`config.mk`:
```
export PLATFORM = sky130hd
export DESIGN_NAME = uart_rx_param_flat
export DESIGN_NICKNAME = d
export VERILOG_FILES = /design/src/rtl/uart_pkg.sv /design/src/rtl/uart_rx_param_if.sv /design/src/rtl/uart_bit_timer.sv /design/src/rtl/uart_rx_param.sv /design/src/flat_wrapper.sv
export SDC_FILE = /design/constraint.sdc
export NUM_CORES = 1
export LEC_CHECK = 0
export BUFFER_PORTS_ARGS = -buffer_cell sky130_fd_sc_hd__buf_2
export CAP_MARGIN = 20
export CORE_MARGIN = 2
export CORE_UTILIZATION = 51
export CTS_CLUSTER_DIAMETER = 100
export DETAILED_ROUTE_END_ITERATION = 10
export HOLD_SLACK_MARGIN = 0.1
export PLACE_DENSITY = 0.68
export REMOVE_ABC_BUFFERS = 1
export SETUP_SLACK_MARGIN = 0.15
export SLEW_MARGIN = 20
export SYNTH_ARGS = -nofsm -noshare
export SYNTH_HDL_FRONTEND = slang
export SYNTH_SLANG_ARGS = --single-unit
export TNS_END_PERCENT = 30
```
`constraint.sdc`:
```
create_clock -name clk -period 2 [get_ports clk]
set_input_delay 0 -clock clk [delete_from_list [all_inputs] [get_ports clk]]
set_output_delay 0 -clock clk [all_outputs]
set_load 0.01 [all_outputs]
```
`src/rtl/uart_pkg.sv`:
```
// Shared types and constants for the parametrised UART receiver.
package uart_pkg;

  typedef enum logic [2:0] {
    IDLE,
    START,
    DATA,
    PARITY,
    STOP
  } uart_state_e;

  localparam int PAR_NONE = 0;
  localparam int PAR_ODD  = 1;
  localparam int PAR_EVEN = 2;

  // Bit-timer width; CLKS_PER_BIT-1 is the largest terminal count it must hold.
  function automatic int cnt_width(input int clks_per_bit);
    return (clks_per_bit < 2) ? 1 : $clog2(clks_per_bit);
  endfunction

endpackage

```
`src/rtl/uart_rx_param_if.sv`:
```
// Word-side handshake of the UART receiver: data, valid/ready and per-word flags.
interface uart_rx_param_if #(
  parameter int DATA_BITS = 8
);
  logic [DATA_BITS-1:0] rx_data;
  logic                 rx_valid;
  logic                 rx_ready;
  logic                 parity_err;
  logic                 frame_err;
  logic                 overrun;

  modport master (
    output rx_data, rx_valid, parity_err, frame_err, overrun,
    input  rx_ready
  );

  modport slave (
    input  rx_data, rx_valid, parity_err, frame_err, overrun,
    output rx_ready
  );
endinterface

```
`src/rtl/uart_bit_timer.sv`:
```
// Bit-period timer: free-runs after start, wraps at the programmed terminal count
// and emits a one-cycle tick on the terminal-count cycle.
module uart_bit_timer #(
  parameter int CW = 4
) (
  input  logic          clk,
  input  logic          rst_,
  input  logic          i_start,
  input  logic          i_clear,
  input  logic [CW-1:0] i_tc,
  output logic          o_tick
);

  logic          r_run;
  logic [CW-1:0] r_cnt;

  always_ff @(posedge clk) begin
    if (!rst_) begin
      r_run <= 1'b0;
      r_cnt <= '0;
    end else if (i_clear) begin
      r_run <= 1'b0;
      r_cnt <= '0;
    end else if (i_start) begin
      r_run <= 1'b1;
      r_cnt <= '0;
    end else if (r_run) begin
      r_cnt <= (r_cnt == i_tc) ? '0 : r_cnt + CW'(1);
    end
  end

  assign o_tick = r_run && (r_cnt == i_tc);

endmodule

```
`src/rtl/uart_rx_param.sv`:
```
// UART receiver: 2-flop synchroniser, mid-bit sampling, optional parity, 1/2 stop
// bits, valid/ready word output with parity, framing and overrun flags.
//
//   state  | meaning
//   IDLE   | waiting for a synchronised high-to-low edge
//   START  | half bit wait, then confirm start bit (high = false start)
//   DATA   | one sample per bit period, shifted in LSB first
//   PARITY | single parity sample, compared with the data ones-count
//   STOP   | STOP_BITS samples, then one cycle to deliver the word
module uart_rx_param
  import uart_pkg::*;
#(
  parameter int CLKS_PER_BIT = 1042,
  parameter int DATA_BITS    = 8,
  parameter int PARITY       = 0,
  parameter int STOP_BITS    = 1
) (
  input  logic            clk,
  input  logic            rst_,
  input  logic            rx_in,
  output logic            busy,
  uart_rx_param_if.master m_if
);

  localparam int             CW        = cnt_width(CLKS_PER_BIT);
  localparam int             H         = CLKS_PER_BIT / 2;
  localparam logic [CW-1:0]  TC_HALF   = CW'(H - 1);
  localparam logic [CW-1:0]  TC_FULL   = CW'(CLKS_PER_BIT - 1);
  localparam logic [3:0]     LAST_DATA = 4'(DATA_BITS - 1);
  localparam logic [3:0]     LAST_STOP = 4'(STOP_BITS - 1);
  localparam bit             HAS_PAR   = (PARITY != PAR_NONE);

  logic                 r_sync1;
  logic                 r_sync2;
  logic [1:0]           r_prime;
  logic                 r_prev;
  uart_state_e          r_state;
  uart_state_e          w_state_nxt;
  logic [3:0]           r_bit_cnt;
  logic [DATA_BITS-1:0] r_shift;
  logic                 r_par_acc;
  logic                 r_perr_acc;
  logic                 r_ferr_acc;
  logic                 r_fin;
  logic [DATA_BITS-1:0] r_rx_data;
  logic                 r_rx_valid;
  logic                 r_parity_err;
  logic                 r_frame_err;
  logic                 r_overrun;

  logic                 w_arm;
  logic                 w_tick;
  logic                 w_t_start;
  logic                 w_t_clear;
  logic [CW-1:0]        w_tc;
  logic                 w_accept;
  logic                 w_deliver;
  logic                 w_par_bad;

  // r_prime marks when r_sync2 holds a real line sample, so a line already low
  // out of reset never looks like a falling edge.
  always_ff @(posedge clk) begin
    if (!rst_) begin
      r_sync1 <= 1'b1;
      r_sync2 <= 1'b1;
      r_prime <= 2'b00;
      r_prev  <= 1'b0;
    end else begin
      r_sync1 <= rx_in;
      r_sync2 <= r_sync1;
      r_prime <= {r_prime[0], 1'b1};
      r_prev  <= r_sync2 & r_prime[1];
    end
  end

  assign w_arm     = r_prev & ~r_sync2;
  assign w_tc      = (r_state == START) ? TC_HALF : TC_FULL;
  assign w_accept  = r_rx_valid && m_if.rx_ready;
  assign w_deliver = (r_state == STOP) && r_fin;
  assign w_par_bad = (PARITY == PAR_ODD) ? ~(r_par_acc ^ r_sync2) : (r_par_acc ^ r_sync2);

  uart_bit_timer #(
    .CW (CW)
  ) u_bit_timer (
    .clk     (clk),
    .rst_    (rst_),
    .i_start (w_t_start),
    .i_clear (w_t_clear),
    .i_tc    (w_tc),
    .o_tick  (w_tick)
  );

  always_ff @(posedge clk) begin
    if (!rst_) r_state <= IDLE;
    else       r_state <= w_state_nxt;
  end

  always_comb begin
    w_state_nxt = r_state;
    w_t_start   = 1'b0;
    w_t_clear   = 1'b0;
    case (r_state)
      IDLE: begin
        if (w_arm) begin
          w_state_nxt = START;
          w_t_start   = 1'b1;
        end
      end
      START: begin
        if (w_tick) begin
          if (r_sync2) begin
            w_state_nxt = IDLE;
            w_t_clear   = 1'b1;
          end else begin
            w_state_nxt = DATA;
          end
        end
      end
      DATA: begin
        if (w_tick && (r_bit_cnt == LAST_DATA))
          w_state_nxt = HAS_PAR ? uart_pkg::PARITY : STOP;
      end
      uart_pkg::PARITY: begin
        if (w_tick) w_state_nxt = STOP;
      end
      STOP: begin
        if (r_fin) w_state_nxt = IDLE;
        else if (w_tick && (r_bit_cnt == LAST_STOP)) w_t_clear = 1'b1;
      end
      default: begin
        w_state_nxt = IDLE;
        w_t_clear   = 1'b1;
      end
    endcase
  end

  always_ff @(posedge clk) begin
    if (!rst_) begin
      r_bit_cnt    <= '0;
      r_shift      <= '0;
      r_par_acc    <= 1'b0;
      r_perr_acc   <= 1'b0;
      r_ferr_acc   <= 1'b0;
      r_fin        <= 1'b0;
      r_rx_data    <= '0;
      r_rx_valid   <= 1'b0;
      r_parity_err <= 1'b0;
      r_frame_err  <= 1'b0;
      r_overrun    <= 1'b0;
    end else begin
      case (r_state)
        IDLE: begin
          if (w_arm) begin
            r_bit_cnt  <= '0;
            r_shift    <= '0;
            r_par_acc  <= 1'b0;
            r_perr_acc <= 1'b0;
            r_ferr_acc <= 1'b0;
            r_fin      <= 1'b0;
          end
        end
        DATA: begin
          if (w_tick) begin
            r_shift   <= {r_sync2, r_shift[DATA_BITS-1:1]};
            r_par_acc <= r_par_acc ^ r_sync2;
            r_bit_cnt <= (r_bit_cnt == LAST_DATA) ? 4'd0 : r_bit_cnt + 4'd1;
          end
        end
        uart_pkg::PARITY: begin
          if (w_tick) r_perr_acc <= w_par_bad;
        end
        STOP: begin
          if (r_fin) begin
            r_fin <= 1'b0;
          end else if (w_tick) begin
            if (!r_sync2) r_ferr_acc <= 1'b1;
            if (r_bit_cnt == LAST_STOP) r_fin     <= 1'b1;
            else                        r_bit_cnt <= r_bit_cnt + 4'd1;
          end
        end
        default: ;
      endcase

      // Delivery wins over accept; an accept in the same cycle only suppresses overrun.
      if (w_deliver) begin
        r_rx_data    <= r_shift;
        r_parity_err <= r_perr_acc;
        r_frame_err  <= r_ferr_acc;
        r_rx_valid   <= 1'b1;
        r_overrun    <= r_rx_valid & ~m_if.rx_ready;
      end else if (w_accept) begin
        r_rx_valid   <= 1'b0;
        r_parity_err <= 1'b0;
        r_frame_err  <= 1'b0;
        r_overrun    <= 1'b0;
      end
    end
  end

  assign busy            = (r_state != IDLE);
  assign m_if.rx_data    = r_rx_data;
  assign m_if.rx_valid   = r_rx_valid;
  assign m_if.parity_err = r_parity_err;
  assign m_if.frame_err  = r_frame_err;
  assign m_if.overrun    = r_overrun;

endmodule

```
`src/flat_wrapper.sv`:
```
// flat-port wrapper written by rule: the top's interface ports become plain ports
module uart_rx_param_flat import uart_pkg::*;
#(
  parameter int CLKS_PER_BIT = 1042,
  parameter int DATA_BITS    = 8,
  parameter int PARITY       = 0,
  parameter int STOP_BITS    = 1
)
  (clk, rst_, rx_in, busy, m_if_rx_data, m_if_rx_valid, m_if_parity_err, m_if_frame_err, m_if_overrun, m_if_rx_ready);
  uart_rx_param_if #(.DATA_BITS(DATA_BITS)) m_if_i ();
  input  logic clk;
  input  logic rst_;
  input  logic rx_in;
  output logic busy;
  output wire logic [$bits(m_if_i.rx_data)-1:0] m_if_rx_data;
  output wire logic [$bits(m_if_i.rx_valid)-1:0] m_if_rx_valid;
  output wire logic [$bits(m_if_i.parity_err)-1:0] m_if_parity_err;
  output wire logic [$bits(m_if_i.frame_err)-1:0] m_if_frame_err;
  output wire logic [$bits(m_if_i.overrun)-1:0] m_if_overrun;
  input wire logic [$bits(m_if_i.rx_ready)-1:0] m_if_rx_ready;
  assign m_if_rx_data = m_if_i.rx_data;
  assign m_if_rx_valid = m_if_i.rx_valid;
  assign m_if_parity_err = m_if_i.parity_err;
  assign m_if_frame_err = m_if_i.frame_err;
  assign m_if_overrun = m_if_i.overrun;
  assign m_if_i.rx_ready = m_if_rx_ready;
  uart_rx_param #(.CLKS_PER_BIT(CLKS_PER_BIT), .DATA_BITS(DATA_BITS), .PARITY(PARITY), .STOP_BITS(STOP_BITS)) u_core (.clk(clk), .rst_(rst_), .rx_in(rx_in), .busy(busy), .m_if(m_if_i));
endmodule
```
* After elaboration in Yosys (flattened, before gate mapping) *
Index checks and enable logic that the tools add are counted.

cells by class
  reductions and logical operators = 22
  multiplexer cells = 44
  bitwise gates (word level) = 7
  equal/unequal tests = 16
  add/subtract/negate cells = 2

operators by type and width
  kind                   number
  $mux 4                 6
  $mux 11                2
  $mux 1                 20
  $mux 8                 2
  $pmux 8 s2             1
  $mux 3                 5
  $pmux 3 s5             1
  $ne 2x1->1 const B     7
  $pmux 4 s3             1
  $add 11x1->11 const B  1
  $eq 11x11->1           1
  $reduce_and 5->1       2
  $pmux 1 s2             4
  $reduce_bool 2->1      4
  $eq 3x2->1 const B     2
  $ne 2x2->1 const B     3
  $reduce_and 3->1       2
  $reduce_and 6->1       1
  $reduce_bool 3->1      2
  $reduce_or 3->1        2
  $logic_and 1x1->1      5
  $add 4x1->4 const B    1
  $eq 4x3->1 const B     1
  $logic_not 4->1        1
  10 further kinds       14

word-level totals
  flip-flop bits (word level) = 48
  input bits = 4
  output and inout bits = 13
  logic and storage cells = 110

* Depth between registers and ports, before layout *
  depth in word-level cells = 9
  mapped depth = 7
  gate-level depth less buffers = 7

* Cells and area by module *
From an unflattened synthesis, not the netlist that was laid out.

second synthesis, totals
  cell total of the unflattened synthesis = 262
  area, all modules = 2255.9 um^2

by module, submodules not included
  module          sequential area each (um^2)  times used  cells each  area each (um^2)
  uart_rx_param   720.7                        1           192         1541.5
  uart_bit_timer  240.2                        1           70          714.4

* Worst setup path before layout *
Ideal clock, no wire load.

  path type = register to register
  start = reg u_core.r_bit_cnt[0]
  end = reg u_core.r_bit_cnt[3]
  slack = 283 ps
  stages on the path, launching flop included = 8
  arrival time = 1593 ps
  setup time = 124 ps
  cells stage by stage = dfxtp_1 -> inv_1 -> ha_1 -> nor3b_1 -> or3_1 -> a221o_1 -> a21oi_1 -> o22ai_1

on the way
  longest elaborated chain between the ends = 5
  elaborated cells between the ends (all ways) = 11
  those cells by class = 1 x add/sub; 2 x eq/ne; 6 x mux; 2 x reduce/logical

RTL lines
  item                    RTL line                                    text
  from (decl)             uart_rx_param.sv:39                         logic [3:0] r_bit_cnt;
  from (signal assigned)  uart_rx_param.sv:166                        r_bit_cnt <= (r_bit_cnt == LAST_DATA) ? 4'd0 : r_bit_cnt + 4'd1;
  from (signal assigned)  uart_rx_param.sv:178                        else r_bit_cnt <= r_bit_cnt + 4'd1;
  $add 4x1->4             uart_rx_param.sv:166, uart_rx_param.sv:178
  $mux 4                  uart_rx_param.sv:177                        if (r_bit_cnt == LAST_STOP) r_fin <= 1'b1;
  $mux 4                  uart_rx_param.sv:175                        end else if (w_tick) begin
  $mux 4                  uart_rx_param.sv:173                        if (r_fin) begin
  $pmux 4 s3              uart_rx_param.sv:151                        case (r_state)

Parallel ways exist; a longest one is shown, timed or not. The select of a mux whose other input is x is not followed.
A chain may end at the register's enable or synchronous reset.

* Worst setup path after layout *
Ends and elaborated chain as after synthesis.

==> metrics <==
via count 1835; grt ovf 0; period utilisation layout 91.3%; Via density roughly 5.4; Synth Instances 266; clock skew 0.00486 ns; antenna-violating nets left 0; Tmin final 1.83 ns; routability cong. 0.839; FF+latch count, synth 48; CTS Buf Count 5; EDFF count, synth 0; Pins Over Slew Limit 0; width of the die about 70 um; Hold Violations, Final 0; Critical Path AT just over 2 ns; CORE AREA 0.00429 mm^2; HP Class input pin to flop; Max transition margin between 60% and 70%; Mean Syn Cell Area 8.44 um^2; Ports 17; setup TNS 0 ns; Layout Nets 296; worst ir drop on vdd 0.319 mV; Max Fclk 547 MHz; status complete, no violations; dpl hpwl 2.94 mm; hold path startpoint rx_in; share of cells above drive strength 1 19.4%; initial antenna violation count 0; Die H 70.4 um; DRC viols 0; Layout Utilization 59.5%; Leak 0.969 nW; CTS Sinks 48; WL/cell 12.4 um; Root Buffer clkbuf_8; top cells by area, synth dfxtp_1 43%, nand2_1 8.2%, nand3_1 4.2%; Worst Path Required about 2.2 ns; share of synthesized registers carrying an async set or reset 0%; RR Startpoint u_core.r_bit_cnt[0]$_SDFFE_PN0P_; Slew @ Worst Pin 0.472 ns; I/O Buffers 16; CP endpoint kind flop; H-tree depth 2; highest-count cells in the layout ignoring fill and taps 48 x nand2_1, 44 x dfxtp_1, 19 x nand3_1; commonest non-fill, non-tap cell in the layout nand2_1; Crit Path Max Fanout 6; CP startpoint u_core.r_bit_cnt[0]$_SDFFE_PN0P_; area grow syn2layout 13.8%; Routed WL about 4.2 mm; Post-Syn Area around 0.0022 mm^2; die area 0.00495 mm^2; largest net degree at the start of global routing 21; vias in the first global route around 1700; slowest library cell on the worst path a221o_1; Max Cap Violations 0; CP Launch Type flop; Netlist cell types 53; RSZ-0062 raised after global routing true; sequential cell area fraction in the yosys report 42.8%; kind of critical path flop to flop; CTS tree done; Final setup viols 0; clock latency on the worst-skew pair 0.30 ns; drt pass-1 iters 4; Yosys top cell area share 42.8%; Yosys top cell by area dfxtp_1; hold_ws between 0.4 and 0.5 ns; Largest stage delay, worst path between 0.4 and 0.5 ns; Main synth FF type dfxtp_1; CP top delay family compound AO/OA/AOI/OAI gates; Tot GR Track Use around 18%; crit-path cells inv_2, ha_4, nor3b_4, or3_1, a221o_1, a21oi_2, o22ai_1; Row Count 24; power per cell area just over 600 mW/mm^2; buffer and inverter count on the worst path 1; yosys warns 0; clk buf depth 2; first-pass GRT wire length 7.14 mm; Diodes inserted 0; Reg clk slew, reported paths ~0.090 ns; DRT iter0 DRCs 105; Initial Util 52.3%
==> final timing paths <==
path | end | slack [ns] | depth (start not counted)
hold reg to reg | u_core.r_sync2$_SDFF_PN1_ | 0.41 | 1
hold / removal | u_core.r_sync1$_SDFF_PN1_ | 0.41 | 3
setup / recovery | u_core.r_bit_cnt[3]$_SDFFE_PN0P_ | 0.17 | 7
setup reg to reg | u_core.r_bit_cnt[3]$_SDFFE_PN0P_ | 0.17 | 7
==> worst reg2reg max path, stage by stage, from the launching register on <==
cell and delay, ns:
dfxtp_2 0.37, inv_2 0.06, ha_4 0.15, nor3b_4 0.14
or3_1 0.36, a221o_1 0.42, a21oi_2 0.14, o22ai_1 0.08
==> state kept, by name (all words and copies together), names as in the netlist, 2 cells and up <==
name,cells
u_core.r_bit_cnt,4
u_core.r_state,3
u_core.u_bit_timer.r_cnt,11
u_core.r_prime,2
u_core.m_if.rx_data,8
u_core.r_shift,8
==> logic make-up after synthesis <==
family | count (synthesis) | share of synthesized area (%)
flip-flops | 48 | 42.8
AO/OA/AOI/OAI | 56 | 17.5
adder cells (fa/ha/maj) | 3 | 1.67
AND/OR/NAND/NOR | 132 | 30.7
XOR/XNOR | 9 | 3.51
buffers and inverters | 18 | 3.79
==> routing by layer <==
metal  vias up  GRT usage [%]  share of wire (%)
li1        966              -                  -
met1       843           21.7                 50
met2        19           30.0                 46
met3         7           4.33                2.8
met4         0           6.41                1.5
met5         -              0                  0
==> stage by stage <==
step | total power, mW | cells | cell area, um^2 | worst slack, ns
after floorplan | 1.01 | 254 | 2180 | 0.215
after global placement | 1.04 | 328 | 2370 | 0.215
after detailed placement | 1.04 | 328 | 2370 | 0.160
after CTS | 1.59 | 338 | 2480 | 0.154
after global routing | 1.63 | 341 | 2550 | 0.0781
final | 1.58 | 341 | 2550 | 0.173
==> report_power, final <==
part           internal, mW  switching, mW  total [mW]
Sequential            0.960        0.00430       0.965
Clock                 0.237          0.324       0.561
Combinational        0.0245         0.0314      0.0559
Total                  1.22          0.359        1.58
==> synth_stat cells (4+ instances only) <==
library cell	instances
xor2_1	8
o21ai_0	7
a21boi_0	11
o21ai_1	8
nor2b_1	4
nand3_1	19
nor3b_1	5
nor2_1	18
nand4_1	6
and3_1	4
clkbuf_1	7
dfxtp_1	48
nand2b_1	7
nand2_1	49
a21oi_1	7
inv_1	6
==> layout make-up <==
cell class	count	area [um^2]
timing repair buffer	28	178
inverter	6	22.5
tap	52	65.1
fill	397	1740
clock buffer	5	68.8
clock inverter	2	12.5
sequential	48	966
multi-input combinational	200	1240
==> repair_timing <==
item	CTS	global route
hold endpoints to repair	9	0
endpoints found under the setup margin	0	15
resized for setup	0	14
hold buffers	3	0
buffers inserted	0	3
Note: power is estimated with default switching activity, not from simulation.
